**config.mk**
```make
export PLATFORM = sky130hd
export DESIGN_NAME = cache_control
export DESIGN_NICKNAME = d
export VERILOG_FILES = /design/src/rtl/lc3b_types.sv /design/src/rtl/sat_counter16.sv /design/src/rtl/cache_control.sv
export SDC_FILE = /design/constraint.sdc
export NUM_CORES = 1
export LEC_CHECK = 0
export CAP_MARGIN = 0
export CORE_MARGIN = 2
export CORE_UTILIZATION = 30
export DETAILED_ROUTE_END_ITERATION = 7
export DONT_BUFFER_PORTS = 1
export HOLD_SLACK_MARGIN = 0.1
export PLACE_DENSITY = 0.52
export SYNTH_ARGS = -nofsm -noshare
export SYNTH_HDL_FRONTEND = slang
export SYNTH_SLANG_ARGS = --single-unit
```
**constraint.sdc**
```tcl
create_clock -name clk -period 5.2 [get_ports clk]
set_input_delay 0.78 -clock clk [delete_from_list [all_inputs] [get_ports clk]]
set_output_delay 0.78 -clock clk [all_outputs]
set_load 0.1 [all_outputs]
```
**src/rtl/lc3b_types.sv**
```systemverilog
// Shared types for the cache controller: way index, controller state, counter width.
package lc3b_types;
  localparam int CNT_W = 16;

  typedef logic [1:0] lc3b_way;

  typedef enum logic [1:0] {
    CHECK     = 2'd0,
    WRITEBACK = 2'd1,
    ALLOCATE  = 2'd2
  } cache_state_e;

  // Lowest-numbered asserted hit bit wins when the datapath reports several.
  function automatic lc3b_way first_hit(input logic [3:0] h);
    lc3b_way w;
    w = 2'd0;
    for (int i = 3; i >= 0; i--)
      if (h[i]) w = lc3b_way'(i);
    return w;
  endfunction
endpackage

```
**src/rtl/sat_counter16.sv**
```systemverilog
// Saturating event counter with synchronous clear; sticks at all-ones.
module sat_counter16
  import lc3b_types::*;
(
  input  logic             clk,
  input  logic             rst,
  input  logic             en_i,
  input  logic             clr_i,
  output logic [CNT_W-1:0] count_o
);
  logic [CNT_W-1:0] cnt_q, cnt_d;

  always_comb begin
    cnt_d = cnt_q;
    if (clr_i)                  cnt_d = '0;
    else if (en_i && cnt_q != '1) cnt_d = cnt_q + 1'b1;
  end

  always_ff @(posedge clk or posedge rst) begin
    if (rst) cnt_q <= '0;
    else     cnt_q <= cnt_d;
  end

  assign count_o = cnt_q;
endmodule

```
**src/rtl/cache_control.sv**
```systemverilog
// 4-way cache controller: zero-latency hit in CHECK, dirty-victim writeback, line allocate.
module cache_control
  import lc3b_types::*;
(
  input  logic             clk,
  input  logic             reset,
  input  logic             mem_read,
  input  logic             mem_write,
  input  logic [3:0]       hit,
  input  logic [1:0]       lru,
  input  logic             victim_dirty,
  input  logic             pmem_resp,
  output logic             mem_resp,
  output logic             pmem_read,
  output logic             pmem_write,
  output logic [1:0]       way_sel,
  output logic             load_data,
  output logic             load_tag,
  output logic             set_valid,
  output logic             set_dirty,
  output logic             clear_dirty,
  output logic             pmem_addr_sel,
  output logic             fill_sel,
  output logic             lru_write,
  output logic [1:0]       lru_index,
  output logic [CNT_W-1:0] hit_count,
  output logic [CNT_W-1:0] miss_count
);
  cache_state_e state_q, state_d;
  lc3b_way      victim_q, victim_d;
  logic         fill_q, fill_d;
  logic         req, hit_inc, miss_inc;
  lc3b_way      hit_way;

  assign req     = mem_read | mem_write;
  assign hit_way = first_hit(hit);

  always_comb begin
    state_d       = state_q;
    victim_d      = victim_q;
    fill_d        = 1'b0;
    hit_inc       = 1'b0;
    miss_inc      = 1'b0;
    mem_resp      = 1'b0;
    pmem_read     = 1'b0;
    pmem_write    = 1'b0;
    way_sel       = 2'd0;
    load_data     = 1'b0;
    load_tag      = 1'b0;
    set_valid     = 1'b0;
    set_dirty     = 1'b0;
    clear_dirty   = 1'b0;
    pmem_addr_sel = 1'b0;
    fill_sel      = 1'b0;
    lru_write     = 1'b0;
    lru_index     = 2'd0;
    unique case (state_q)
      CHECK: begin
        if (req && |hit) begin
          mem_resp  = 1'b1;
          way_sel   = hit_way;
          lru_write = 1'b1;
          lru_index = hit_way;
          // Simultaneous read+write is a write.
          if (mem_write) begin
            load_data = 1'b1;
            set_dirty = 1'b1;
          end
          // The retry right after a fill belongs to the miss already counted.
          hit_inc = ~fill_q;
        end else if (req) begin
          victim_d = lru;
          way_sel  = lru;
          miss_inc = 1'b1;
          state_d  = victim_dirty ? WRITEBACK : ALLOCATE;
        end
      end
      WRITEBACK: begin
        pmem_write    = 1'b1;
        pmem_addr_sel = 1'b1;
        way_sel       = victim_q;
        if (pmem_resp) state_d = ALLOCATE;
      end
      ALLOCATE: begin
        pmem_read = 1'b1;
        way_sel   = victim_q;
        if (pmem_resp) begin
          load_data   = 1'b1;
          load_tag    = 1'b1;
          set_valid   = 1'b1;
          clear_dirty = 1'b1;
          fill_sel    = 1'b1;
          fill_d      = 1'b1;
          state_d     = CHECK;
        end
      end
      default: state_d = CHECK;
    endcase
  end

  always_ff @(posedge clk or posedge reset) begin
    if (reset) begin
      state_q  <= CHECK;
      victim_q <= 2'd0;
      fill_q   <= 1'b0;
    end else begin
      state_q  <= state_d;
      victim_q <= victim_d;
      fill_q   <= fill_d;
    end
  end

  sat_counter16 u_hit_cnt (
    .clk(clk), .rst(reset), .en_i(hit_inc), .clr_i(1'b0), .count_o(hit_count)
  );

  sat_counter16 u_miss_cnt (
    .clk(clk), .rst(reset), .en_i(miss_inc), .clr_i(1'b0), .count_o(miss_count)
  );
endmodule

```
# ---- After elaboration in Yosys (flattened, before gate mapping)
# Index checks and enable logic that the tools add are counted.
dict set report classes {
  n_addsub 2
  n_eq_ne 8
  muxes 30
  n_bitwise 3
  reduce_logical 8
}
# op n
set ops {}
lappend ops {{16-bit by 1-bit adder with 16-bit output (second input constant)} 2}
lappend ops {{16-bit inequality test (second input constant)} 2}
lappend ops {{2-bit 2-to-1 mux} 13}
lappend ops {{1-bit 2-to-1 mux} 14}
lappend ops {{2-bit inequality test (second input constant)} 4}
lappend ops {{2-bit case mux with 3 select lines} 1}
lappend ops {{2-bit case mux with 2 select lines} 1}
lappend ops {{4-bit AND reduction} 1}
lappend ops {{4-bit OR reduction} 1}
lappend ops {{1-bit logical AND} 3}
lappend ops {{3-bit AND reduction} 1}
lappend ops {{2-bit by 1-bit equality test with 1-bit output (second input constant)} 1}
lappend ops {{2-bit equality test (second input constant)} 1}
lappend ops {{2-bit zero test} 1}
lappend ops {{1-bit inverter} 2}
lappend ops {{1-bit case mux with 2 select lines} 1}
lappend ops {{2-bit OR reduction} 1}
lappend ops {{1-bit OR} 1}
dict set report word_totals {
  regBits 37
  output_inout_bits 47
  elab_cells 56
}

# ---- Logic depth before layout (Yosys ltp)
dict set report depth {
  ltp_word 6
  mapped_depth 7
  mapped_depth_nobuf 6
}

# ---- Hierarchy
# Synthesis repeated with hierarchy kept, for this count alone.
dict set report hier_totals {
  hier_cells 256
  area_unflattened_um2 2306.0
}
# module instances cells_each area_per_inst_um2 seq_area_each_um2
set modules_own_cells {}
lappend modules_own_cells {sat_counter16 2 101 932.1 400.4}
lappend modules_own_cells {cache_control 1 54 441.7 125.1}

# ---- Least setup slack after synthesis
# OpenSTA, ideal clock, no wires.
dict set report synth_timing {
  path_kind {input to output}
  start {in mem_write}
  end {out way_sel[1]}
  arrival_ps 5542
  path_slack_ps -1122
  path_stages 4
  n_path_buf 0
  path_cell_list {o21ai_0 nor4_1 a21oi_1 a21oi_1}
}
dict set report synth_between {
  elab_chain_cells 4
  word_cells_on_any_way 5
}
# element line_no
set synth_lines {}
lappend synth_lines {{start: declaration} cache_control.sv:8} ;# input logic mem_write,
lappend synth_lines {{1-bit OR *} cache_control.sv:35} ;# assign req = mem_read | mem_write;
lappend synth_lines {{2-bit 2-to-1 mux or 1-bit logical AND (tied branches)} {cache_control.sv:71, cache_control.sv:59}}
lappend synth_lines {{2-bit 2-to-1 mux *} cache_control.sv:59} ;# if (req && |hit) begin
lappend synth_lines {{2-bit case mux with 2 select lines *} cache_control.sv:57} ;# unique case (state_q)
lappend synth_lines {{end: declaration} cache_control.sv:16} ;# output logic [1:0] way_sel,
# Mark *: on every way between the ends. The rest lies on a longest branch, timed or not.

# ---- Worst setup path in the final report
dict set report layout_timing {
  start {reg state_q[0]}
  end {out way_sel[1]}
}
dict set report layout_between {
  elab_chain_cells 3
  word_cells_on_any_way 5
}
# element line_no
set layout_lines {}
lappend layout_lines {{start: declaration} cache_control.sv:29} ;# cache_state_e state_q, state_d;
lappend layout_lines {{start signal: assignment} cache_control.sv:107} ;# state_q <= state_d;
lappend layout_lines {{2-bit equality test or 2-bit by 1-bit equality test with 1-bit output (tied branches)} cache_control.sv:57}
lappend layout_lines {{2-bit OR reduction (no line)} -}
lappend layout_lines {{2-bit case mux with 2 select lines *} cache_control.sv:57}
# Marks and branches as above.

==> results_dict.tcl <==
set metrics [dict create \
    synth_area_per_cell_sq_um 10.3 \
    synth_top_family_by_area "simple AND/OR/NAND/NOR gates" \
    wire_per_inst_um 15.9 \
    antenna_found_initial 0 \
    hold_viol 0 \
    end_kind "primary output" \
    synthAdderAreaFrac_pct 3.60 \
    n_antenna_cell 0 \
    netlist_instances 203 \
    htreeDepth 2 \
    crit_arrival_ns 2.97 \
    reg2reg_slack_ns 2.37 \
    finalWirelength_um 4550 \
    cts_hold_buffers 0 \
    coreArea_sq_um 6760 \
    hp-start "victim_q[0]$_DFFE_PP0P_" \
    synth_nets 221 \
    crit_buf_inv 2 \
    synth-seq-cells 37 \
    cts_buffers 5 \
    grtUsageMet2_pct 21.1 \
    drive_gt1_share_pct 17.0 \
    area_growth_pct 9.24 \
    maxSlewHeadroom_pct 15.0 \
    firstDrtPassIters 4 \
    multi_input_comb_area_sq_um 1110 \
    path_max_fanout 6 \
    fin_crit_sh_pct 72.1 \
    ant_nets 0 \
    start_util_pct 30.9 \
    outcome "completed" \
    clk_path_buf_depth 2 \
    drv_cap 0 \
    path_delay_family "compound AO/OA/AOI/OAI gates" \
    power_density_nw_per_um2 587 \
    die_x_um 87.4 \
    cts_setup_buffers 0 \
    cp-start-kind "flop" \
    grt_first_pass_wirelength_um 7490 \
    io_buffers 0 \
    grt-ovfl-total 0 \
    grt_max_degree 38 \
    synth_top_cell_by_area "dfrtp_1" \
    clk_pin_slew_worst_paths_ns 0.08 \
    gp_congestion 0.714 \
    rows 30 \
    routed_via_density 5.21 \
    grt_pass1_vias 1491 \
    die_area_sq_um 7630 \
    synth_area_sq_um 2080 \
    skew_ns 0.00426 \
    n_fill_cell 708 \
    max_slew.worst_pin.slew_ns 1.27 \
    gr-max-usage-layer "met2" \
    post-route-util_pct 33.7 \
    rsz0062_at_grt "no" \
    synth_top_area_share_pct 44.4 \
    max_freq_ghz 0.267 \
    drt_iter0_markers 45 \
    critPathKind "reg2out" \
    floorplan.die.height_um 87.4 \
    yosysWarnings 0 \
    slowest_stage "a21oi_2" \
    r2r-start "u_miss_cnt.count_o[5]$_DFFE_PP0P_" \
    io_pins 59 \
    yosys.cell_types.count 39 \
    r2r_end "u_miss_cnt.count_o[1]$_DFFE_PP0P_" \
    grtUsageMet3_pct 5.12 \
    setup_viol 0 \
    p_leak_nw 1.07 \
    fin_crit_ns 3.75 \
    synth-xor-area-share_pct 10.9 \
    seqCellArea_sq_um 926 \
    finalSetupTns_ns 0 \
    hpwl_um 3310 \
    cts-resized-gates 0 \
    cpPeakStageDelay_ns 0.89 \
    synth-simple-area-share_pct 29.7 \
    holdCritPathClass "reg2reg" \
    min_to "victim_q[0]$_DFFE_PP0P_" \
    crit_chain "inv_1 -> ha_1 -> o21ai_0 -> nor4_4 -> buf_4 -> a21oi_1 -> a21oi_2" \
    drc 0 \
    synth-compound-area-share_pct 4.02 \
    holdPathStages 2 \
    r2r_cells 4 \
    clkLatencyLatePin_ns 0.28 \
    synthTopCellsByArea "dfrtp_1 44%, xor2_1 11%, ha_1 3.6%" \
    ir_drop_mv 0.345 \
    cts_tree "done" \
    cts_root_buffer "clkbuf_8" \
    startpoint "state_q[0]$_DFFE_PP0P_" \
    ys_seq_area_share_pct 44.4 \
    finalMaxSlewViolations 0 \
    layout.nets 223 \
    muxShareOfSynthArea_pct 3.18 \
    cts_sinks 37 \
    worstPathRequired_ns 4.42 \
    grt_usage_pct 12.6 \
    vias 1490 \
    grt_use_met1_pct 15.0 \
]
## cells in the final DEF, fill, tap and decap left out, types with 2 or more instances in the layout
cell      instances
nand2b_1          4
clkinv_2          2
xor2_1           25
mux2_2            5
nor4_2            4
dfrtp_1          37
nor4_4            4
and4_1            2
nand4_1          10
nand3_1          10
or2_2             2
o21ai_0           5
inv_1             7
ha_1              5
or4_1             2
nor3_1           13
nor2_1            9
nand2_1          19
o21bai_1          2
nor4_1            7
nor3b_1           2
buf_4             4
clkbuf_8          5
and3_1            3
## per-stage QoR
step	hold slack, ns	power, mW	area [sq um]	worst slack, ns	std cells
5_1_grt	0.526	1.40	2280	1.30	286
4_1_cts	0.490	1.35	2280	1.41	286
3_3_place_gp	0.468	1.14	2190	1.75	278
3_5_place_dp	0.466	1.15	2190	1.74	278
6_report	0.493	1.34	2280	1.45	286
2_1_floorplan	0.446	1.09	2090	0.0990	203
## routing by layer
layer | share of wire [%] | wire length (um)
met3 | 5.8 | 265
met1 | 44 | 2000
met5 | 0 | 0
met4 | 0.92 | 42
met2 | 49 | 2230
## layout make-up
type | count | share of cell area (%)
multi-input combinational | 150 | 48.7
sequential | 37 | 40.7
tap | 80 | 4.40
clock buffer | 5 | 3.02
timing repair buffer | 4 | 1.32
inverter | 7 | 1.15
clock inverter | 3 | 0.769
## power by group
| group | leakage (nW) | internal [mW] | switching, mW |
|---|---|---|---|
| clock | 0.0439 | 0.0926 | 0.108 |
| sequential | 0.495 | 0.333 | 0.343 |
| combinational | 0.527 | 0.0920 | 0.369 |
## how the worst max path moves through the flow
stage / cells past startpoint / slack (ns) / end
2_1_floorplan: 4 / 0.1 / way_sel[1]
3_3_place_gp: 3 / 1.75 / load_data
3_5_place_dp: 3 / 1.74 / load_data
4_1_cts: 7 / 1.41 / way_sel[1]
5_1_grt: 7 / 1.30 / way_sel[1]
6_report: 7 / 1.45 / way_sel[1]
## state kept, by name, summed over array words and instances, names as in the netlist
signal	count
state_q	2
u_hit_cnt.count_o	16
victim_q	2
fill_q	1
u_miss_cnt.count_o	16
## Yosys cell counts
cell type,number
or2_2,2
mux2_2,5
nor3b_1,2
nand3_1,10
or4_1,2
nor2_1,9
buf_6,1
buf_2,1
nand2_1,19
a31oi_1,1
nand4_2,1
or3_4,1
nor4_1,8
o41ai_1,1
or2_1,1
xor2_1,25
ha_1,6
a32o_1,1
mux2i_1,1
nand4_1,10
nor3_1,13
nor3b_2,1
xnor2_1,1
nand2b_1,4
and2_1,1
nor2b_1,2
o21ai_0,5
o21bai_1,2
nor4_4,3
nor4_2,4
dfrtp_1,37
and3_1,3
a32oi_1,1
a21oi_1,2
and4_1,2
buf_4,5
or3_1,1
clkbuf_1,2
inv_1,7
## cell families (layout without fill, tap and decap cells)
family / Yosys count / in the layout
buffers and inverters: 16 / 19
AO/OA/AOI/OAI: 13 / 13
adder cells (fa/ha/maj): 6 / 6
multiplexers: 6 / 6
AND/OR/NAND/NOR: 99 / 99
XOR/XNOR: 26 / 26
flip-flops: 37 / 37
## worst register-to-register path, stage by stage, from the launching register on
cell and delay [ns]:
dfrtp_1 1.05, nand4_2 0.41, nor4_4 0.77, nor2_1 0.18, mux2_2 0.30
No activity file was read; power rests on OpenSTA's default activity.
